==> src/rtl/morse_msg_scheduler.sv <==
// Letter FIFO feeding a Morse dot/dash serialiser with symbol-rate ticks and inter-letter gaps.
// Optional feature: define MORSE_ABORT_EN to add an Abort input that flushes and idles the block.
module morse_msg_scheduler #(
  parameter int CLOCK_FREQUENCY = 500,
  parameter int DEPTH           = 4,
  parameter int GAP_SYMBOLS     = 3
) (
  input  logic                     ClockIn,
  input  logic                     Reset,
  input  logic [2:0]               LetterIn,
  input  logic                     LetterWr,
  input  logic                     Start,
`ifdef MORSE_ABORT_EN
  input  logic                     Abort,
`endif
  output logic                     DotDashOut,
  output logic                     Busy,
  output logic                     Done,
  output logic                     Full,
  output logic                     Empty,
  output logic [$clog2(DEPTH):0]   Count
);

  localparam int TICKS = CLOCK_FREQUENCY / 2;
  localparam int TW    = $clog2(TICKS);
  localparam int AW    = $clog2(DEPTH);
  localparam int CW    = AW + 1;
  localparam int GW    = (GAP_SYMBOLS > 1) ? $clog2(GAP_SYMBOLS) : 1;

  typedef enum logic [1:0] {IDLE, LOAD, SHIFT, GAP} state_t;

  state_t          state_reg, state_next;
  logic [12:0]     shreg_reg, shreg_next;
  logic [3:0]      symcnt_reg, symcnt_next;
  logic [TW-1:0]   tick_reg, tick_next;
  logic [GW-1:0]   gapcnt_reg, gapcnt_next;
  logic [CW-1:0]   count_reg, count_next;
  logic [AW-1:0]   wr_ptr_reg, wr_ptr_next;
  logic [AW-1:0]   rd_ptr_reg, rd_ptr_next;
  logic            dot_reg, dot_next;
  logic            done_reg, done_next;
  logic            push, pop, flush, expired, full_w, empty_w, abort;
  logic [2:0]      mem [DEPTH];

`ifdef MORSE_ABORT_EN
  assign abort = Abort;
`else
  assign abort = 1'b0;
`endif

  function automatic logic [12:0] pattern(input logic [2:0] code);
    case (code)
      3'd0:    pattern = 13'b0101110000000;
      3'd1:    pattern = 13'b0111010101000;
      3'd2:    pattern = 13'b0111010111010;
      3'd3:    pattern = 13'b0111010100000;
      3'd4:    pattern = 13'b0100000000000;
      3'd5:    pattern = 13'b0101011101000;
      3'd6:    pattern = 13'b0111011101000;
      default: pattern = 13'b0101010100000;
    endcase
  endfunction

  assign full_w  = (count_reg == CW'(DEPTH));
  assign empty_w = (count_reg == '0);
  assign expired = (tick_reg == '0);

  always_comb begin
    state_next  = state_reg;
    shreg_next  = shreg_reg;
    symcnt_next = symcnt_reg;
    tick_next   = tick_reg;
    gapcnt_next = gapcnt_reg;
    done_next   = 1'b0;
    pop         = 1'b0;
    flush       = 1'b0;
    push        = LetterWr && !full_w;
    case (state_reg)
      IDLE: begin
        if (Start && !empty_w) state_next = LOAD;
      end
      LOAD: begin
        pop         = 1'b1;
        shreg_next  = pattern(mem[rd_ptr_reg]);
        symcnt_next = 4'd12;
        tick_next   = TW'(TICKS - 1);
        state_next  = SHIFT;
      end
      SHIFT: begin
        if (expired) begin
          tick_next = TW'(TICKS - 1);
          if (symcnt_reg == 4'd0) begin
            state_next  = GAP;
            gapcnt_next = GW'(GAP_SYMBOLS - 1);
          end else begin
            shreg_next  = {shreg_reg[11:0], 1'b0};
            symcnt_next = symcnt_reg - 4'd1;
          end
        end else begin
          tick_next = tick_reg - TW'(1);
        end
      end
      GAP: begin
        if (expired) begin
          tick_next = TW'(TICKS - 1);
          if (gapcnt_reg != '0) begin
            gapcnt_next = gapcnt_reg - GW'(1);
          end else if (!empty_w) begin
            state_next = LOAD;
          end else begin
            state_next = IDLE;
            done_next  = 1'b1;
          end
        end else begin
          tick_next = tick_reg - TW'(1);
        end
      end
      default: state_next = IDLE;
    endcase
    // Output lags state by one cycle so each symbol holds for exactly TICKS cycles.
    dot_next = (state_reg == SHIFT) ? shreg_reg[12] : 1'b0;
    if (abort) begin
      state_next = IDLE;
      done_next  = 1'b0;
      dot_next   = 1'b0;
      push       = 1'b0;
      pop        = 1'b0;
      flush      = 1'b1;
    end
    wr_ptr_next = flush ? '0 : (push ? wr_ptr_reg + AW'(1) : wr_ptr_reg);
    rd_ptr_next = flush ? '0 : (pop  ? rd_ptr_reg + AW'(1) : rd_ptr_reg);
    if (flush)              count_next = '0;
    else if (push && !pop)  count_next = count_reg + CW'(1);
    else if (pop && !push)  count_next = count_reg - CW'(1);
    else                    count_next = count_reg;
  end

  always_ff @(posedge ClockIn or posedge Reset) begin
    if (Reset) begin
      state_reg  <= IDLE;
      shreg_reg  <= '0;
      symcnt_reg <= '0;
      tick_reg   <= '0;
      gapcnt_reg <= '0;
      count_reg  <= '0;
      wr_ptr_reg <= '0;
      rd_ptr_reg <= '0;
      dot_reg    <= 1'b0;
      done_reg   <= 1'b0;
    end else begin
      state_reg  <= state_next;
      shreg_reg  <= shreg_next;
      symcnt_reg <= symcnt_next;
      tick_reg   <= tick_next;
      gapcnt_reg <= gapcnt_next;
      count_reg  <= count_next;
      wr_ptr_reg <= wr_ptr_next;
      rd_ptr_reg <= rd_ptr_next;
      dot_reg    <= dot_next;
      done_reg   <= done_next;
    end
  end

  always_ff @(posedge ClockIn) begin
    if (push) mem[wr_ptr_reg] <= LetterIn;
  end

  assign DotDashOut = dot_reg;
  assign Busy       = (state_reg != IDLE);
  assign Done       = done_reg;
  assign Full       = full_w;
  assign Empty      = empty_w;
  assign Count      = count_reg;

endmodule

==> config.mk <==
export PLATFORM = sky130hd
export DESIGN_NAME = morse_msg_scheduler
export DESIGN_NICKNAME = d
export VERILOG_FILES = /design/src/rtl/morse_msg_scheduler.sv
export SDC_FILE = /design/constraint.sdc
export NUM_CORES = 1
export LEC_CHECK = 0
export BUFFER_PORTS_ARGS = -buffer_cell sky130_fd_sc_hd__buf_2
export CORE_UTILIZATION = 60
export DETAILED_ROUTE_END_ITERATION = 8
export PLACE_DENSITY = 0.81
export SYNTH_ARGS = -nofsm -noshare
export SYNTH_HDL_FRONTEND = slang
export SYNTH_SLANG_ARGS = --single-unit
==> constraint.sdc <==
create_clock -name ClockIn -period 2.75 [get_ports ClockIn]
set_input_delay 0.275 -clock ClockIn [delete_from_list [all_inputs] [get_ports ClockIn]]
set_output_delay 0.275 -clock ClockIn [all_outputs]
set_load 0.01 [all_outputs]
==> results.md <==
| Group | Metric | This run |
| --- | --- | --- |
| hold path | Class of the tightest hold or removal check | in -> async |
| sta | Worst-case hold slack | 0.0492 ns |
| synth | Portion of synthesized cell area occupied by the leading cell type | 37.4% |
| critical path | Data arrival time of the worst path | 2.45 ns |
| sta | Final Cycle Share | 80.4% |
| floorplan | Die area | 0.00439 mm2 |
| sta | Clock period minus final worst setup slack | 2.21 ns |
| clock tree | CTS root buffer | sky130_fd_sc_hd__clkbuf_8 |
| clock tree | Maximum root-to-sink buffer count | 2 |
| floorplan | Height of the die | 66.3 um |
| synth | Yosys synthesis warning count | 0 |
| sta | Setup violators final | 0 |
| global routing | Congestion Overflow GR | 0 |
| synth | Synth Flop Type | sky130_fd_sc_hd__dfrtp_1 |
| critical path | Type of origin of the critical path | register |
| clock tree | Clock latency at the later pin of the worst-skew pair | 0.31 ns |
| critical path | Type of destination of the critical path | register |
| clock tree | H-tree level count | 2 |
| sta | Unrepaired setup endpoints after global routing | false |
| clock tree | Gates resized, CTS repair | 0 |
| drt | DRC Markers | 0 |
| drt | TritonRoute pass-1 iters | 4 |
| synth | Synth Cell Area | 0.00248 mm2 |
| pwr | Leakage component of the power | 1.11 nW |
| placed design | Setup Slack @ Placement | 0.562 ns |
| synth | Async SR Flop Fraction | 75.5% |
| placed design | RD Place Congestion | 0.799 |
| sta | Total Negative Setup Slacks | 0 ns |
| flow run | Max Cap Viol | 0 |
| critical path | Critical-path maximum fanout | 8 |
| pwr | Pwr dens | 1020 mW/mm2 |
| global routing | Global-route usage over all layers | 21.3% |
| global routing | Maximum number of pins on one net before global-route repair | 38 |
| synth | Sequential fraction of the synthesis area | 51.9% |
| synth | Mean post-synth cell area | 11.4 um2 |
| synth | Netlist cell types | 53 |
| final layout | Nets | 253 |
| synth | Number of flops mapped to enable cells by yosys | 12 |
| global routing | Global-route wire length before repair | 6960 um |
| global routing | Via count of the first global-routing pass | 1,502 |
| floorplan | Core area | 0.00380 mm2 |
| drt | Sum of routed wire length over all layers | 4110 um |
| final layout | ANT cells | 0 |
| sta | Clock Skew | 0.00428 ns |
| placed design | Half-perimeter wire length after detailed placement | 2940 um |
| outcome | Result of the run | finished, final reports clean |
| drt | Wire per inst | 14.6 um |
| synth | Number of synthesized register bits | 49 |
| sta | Final count of hold timing violations | 0 |
| synth | Cell type with the largest total area after synthesis | sky130_fd_sc_hd__dfrtp_1 |
| critical path | Cell repeated most along the worst path | sky130_fd_sc_hd__xor2_1 |
| placed design | Number of port buffers | 14 |
| sta | Fin worst setup slack | 0.539 ns |
| sta | Max-Slew Margin vs Limit | 61.2% |
| global routing | Initial antenna violation count | 0 |
| clock tree | Clock-pin transition on the worst setup and hold timing paths | 0.09 ns |
| drt | 1st-iter DRT viols | 118 |
| floorplan | Initial cell density of the core | 65.3% |
| critical path | CP peak stage delay | 0.42 ns |
| floorplan | Ports | 15 |
| drt | Count of antenna-violating nets left after detailed routing | 0 |
| drt | Vias post-DR | 1,590 |
| final layout | P&R area growth vs syn | 7.82% |
| synth | Synthesized instance count | 217 |
| critical path | Worst setup path class | reg -> reg |
| clock tree | CTS tree | built |
| drt | Number of vias per cell | 5.66 |
| clock tree | Post CTS Setup Buffer Count | 0 |
| synth | Synthesized net count | 238 |
| sta | Max Freq | 452 MHz |
| critical path | Required @ worst endpoint | 2.99 ns |
| pwr | Largest vdd supply drop | 0.631 mV |
| clock tree | CTS Buf Count | 5 |
| synth | Cell types with the largest area share after synthesis | sky130_fd_sc_hd__dfrtp_1 37%, sky130_fd_sc_hd__edfxtp_1 15%, sky130_fd_sc_hd__ha_1 6.6%, sky130_fd_sc_hd__nand2_1 3.9%, sky130_fd_sc_hd__inv_1 2.7% |
| clock tree | Number of buffers added to fix hold violations after cts | 0 |
| floorplan | Num rows | 22 |
| clock tree | Total clock sinks | 49 |
| critical path | Worst-path cell with the longest stage delay | sky130_fd_sc_hd__dfrtp_1 |
| final layout | Fraction of layout cells with a size suffix above 1 | 16.7% |
| sta | Number of pins exceeding their max-slew limit in the final report | 0 |
| critical path | Crit-path cells | nor3b_1, nor2b_1, ha_1, inv_1, fa_1, xor2_1, nor2_1, xor2_1 |
| sta | Worst-Margin Slew | 0.577 ns |
| floorplan | Die Wd | 66.3 um |
per-stage QoR:
stage	std cells	area (um2)	utilization [%]	total power, mW
final	281	2670	70.4	2.72
after CTS	281	2670	70.4	2.72
after floorplan	217	2480	-	2.04
after global routing	281	2670	70.4	2.91
after global placement	273	2580	67.9	2.25
after detailed placement	273	2580	67.9	2.28
cells in the mapped netlist, types with 2 or more instances:
master / number
sky130_fd_sc_hd__a22o_1: 2
sky130_fd_sc_hd__nand2b_1: 4
sky130_fd_sc_hd__nor3_1: 5
sky130_fd_sc_hd__nand3_1: 4
sky130_fd_sc_hd__and2_1: 5
sky130_fd_sc_hd__nand4_1: 3
sky130_fd_sc_hd__mux2i_1: 2
sky130_fd_sc_hd__nor2b_1: 2
sky130_fd_sc_hd__mux4_2: 3
sky130_fd_sc_hd__edfxtp_1: 12
sky130_fd_sc_hd__and3_1: 2
sky130_fd_sc_hd__xnor2_1: 6
sky130_fd_sc_hd__nor2_1: 6
sky130_fd_sc_hd__ha_1: 13
sky130_fd_sc_hd__a21oi_1: 7
sky130_fd_sc_hd__or3b_2: 2
sky130_fd_sc_hd__o21ai_0: 6
sky130_fd_sc_hd__dfrtp_1: 37
sky130_fd_sc_hd__o21ai_1: 5
sky130_fd_sc_hd__nand2_1: 26
sky130_fd_sc_hd__buf_2: 3
sky130_fd_sc_hd__nor3b_1: 2
sky130_fd_sc_hd__inv_1: 18
sky130_fd_sc_hd__buf_6: 2
sky130_fd_sc_hd__a31oi_1: 2
sky130_fd_sc_hd__o31ai_1: 2
sky130_fd_sc_hd__clkbuf_1: 4
sky130_fd_sc_hd__xor2_1: 6
sky130_fd_sc_hd__nor4_1: 2
path summary, 6_finish.rpt:
kind                       slack (ns)          from  depth (start not counted)           end
setup / recovery                 0.54      Count[2]                          8      Count[2]
hold / removal                   0.05         Reset                          3      Count[2]
setup reg to reg                 0.54      Count[2]                          8      Count[2]
hold reg to reg                  0.49  shreg_reg[7]                          2  shreg_reg[7]
max in group asynchronous        2.37         Reset                          3    DotDashOut
min in group ClockIn             0.18   LetterIn[1]                          1     mem[3][1]
where the power goes:
part / switching, mW / total, mW / internal (mW)
sequential: 0.172 / 1.12 / 0.950
clock: 0.257 / 0.441 / 0.184
combinational: 0.642 / 1.15 / 0.511
total: 1.07 / 2.72 / 1.64
final cells by class:
type / count / area [um2]
clock inverter: 3 / 25.0
timing repair buffer: 17 / 92.6
clock buffer: 5 / 68.8
fill: 280 / 1130
multi-input combinational: 141 / 1070
sequential: 49 / 1290
inverter: 18 / 67.6
tap: 48 / 60.1
per-layer routing:
metal	wire (um)	vias up	GRT usage [%]
met5	0	-	0
met4	52	0	7.98
met3	106	6	4.14
met2	1910	26	32.5
met1	2050	765	30.1
li1	-	793	-
cells in the final DEF, fill, tap and decap left out, types with 3 or more instances in the layout:
master                     netlist  layout
sky130_fd_sc_hd__xnor2_1         6       6
sky130_fd_sc_hd__buf_4           0       3
sky130_fd_sc_hd__nor2_1          6       6
sky130_fd_sc_hd__mux4_2          3       3
sky130_fd_sc_hd__nand4_1         3       3
sky130_fd_sc_hd__nor3_1          5       5
sky130_fd_sc_hd__and2_1          5       5
sky130_fd_sc_hd__edfxtp_1       12      12
sky130_fd_sc_hd__xor2_1          6       6
sky130_fd_sc_hd__nand2b_1        4       4
sky130_fd_sc_hd__buf_2           3      14
sky130_fd_sc_hd__nand2_1        26      26
sky130_fd_sc_hd__nand3_1         4       4
sky130_fd_sc_hd__dfrtp_1        37      37
sky130_fd_sc_hd__a21oi_1         7       7
sky130_fd_sc_hd__ha_1           13      13
sky130_fd_sc_hd__o21ai_0         6       6
sky130_fd_sc_hd__o21ai_1         5       5
sky130_fd_sc_hd__inv_1          18      18
sky130_fd_sc_hd__clkbuf_8        0       5
cell families after synthesis:
| family | Yosys count | synth area share, % |
|---|---|---|
| mux | 7 | 4.44 |
| simple gates | 69 | 15.1 |
| fa+ha+maj | 14 | 7.37 |
| xor+xnor | 12 | 4.24 |
| flops | 49 | 51.9 |
| compound gates | 39 | 12.1 |
| buf+inv | 27 | 4.85 |
worst max-delay path: cells and delay by family (launching register included):
family | cells | cell delay [ns]
adders and majority gates | 2 | 0.65
DFF | 1 | 0.42
and+or+nand+nor | 3 | 0.69
buffers and inverters | 1 | 0.06
xor gates and xnor gates | 2 | 0.32
Power figures use the tool's default switching activity.
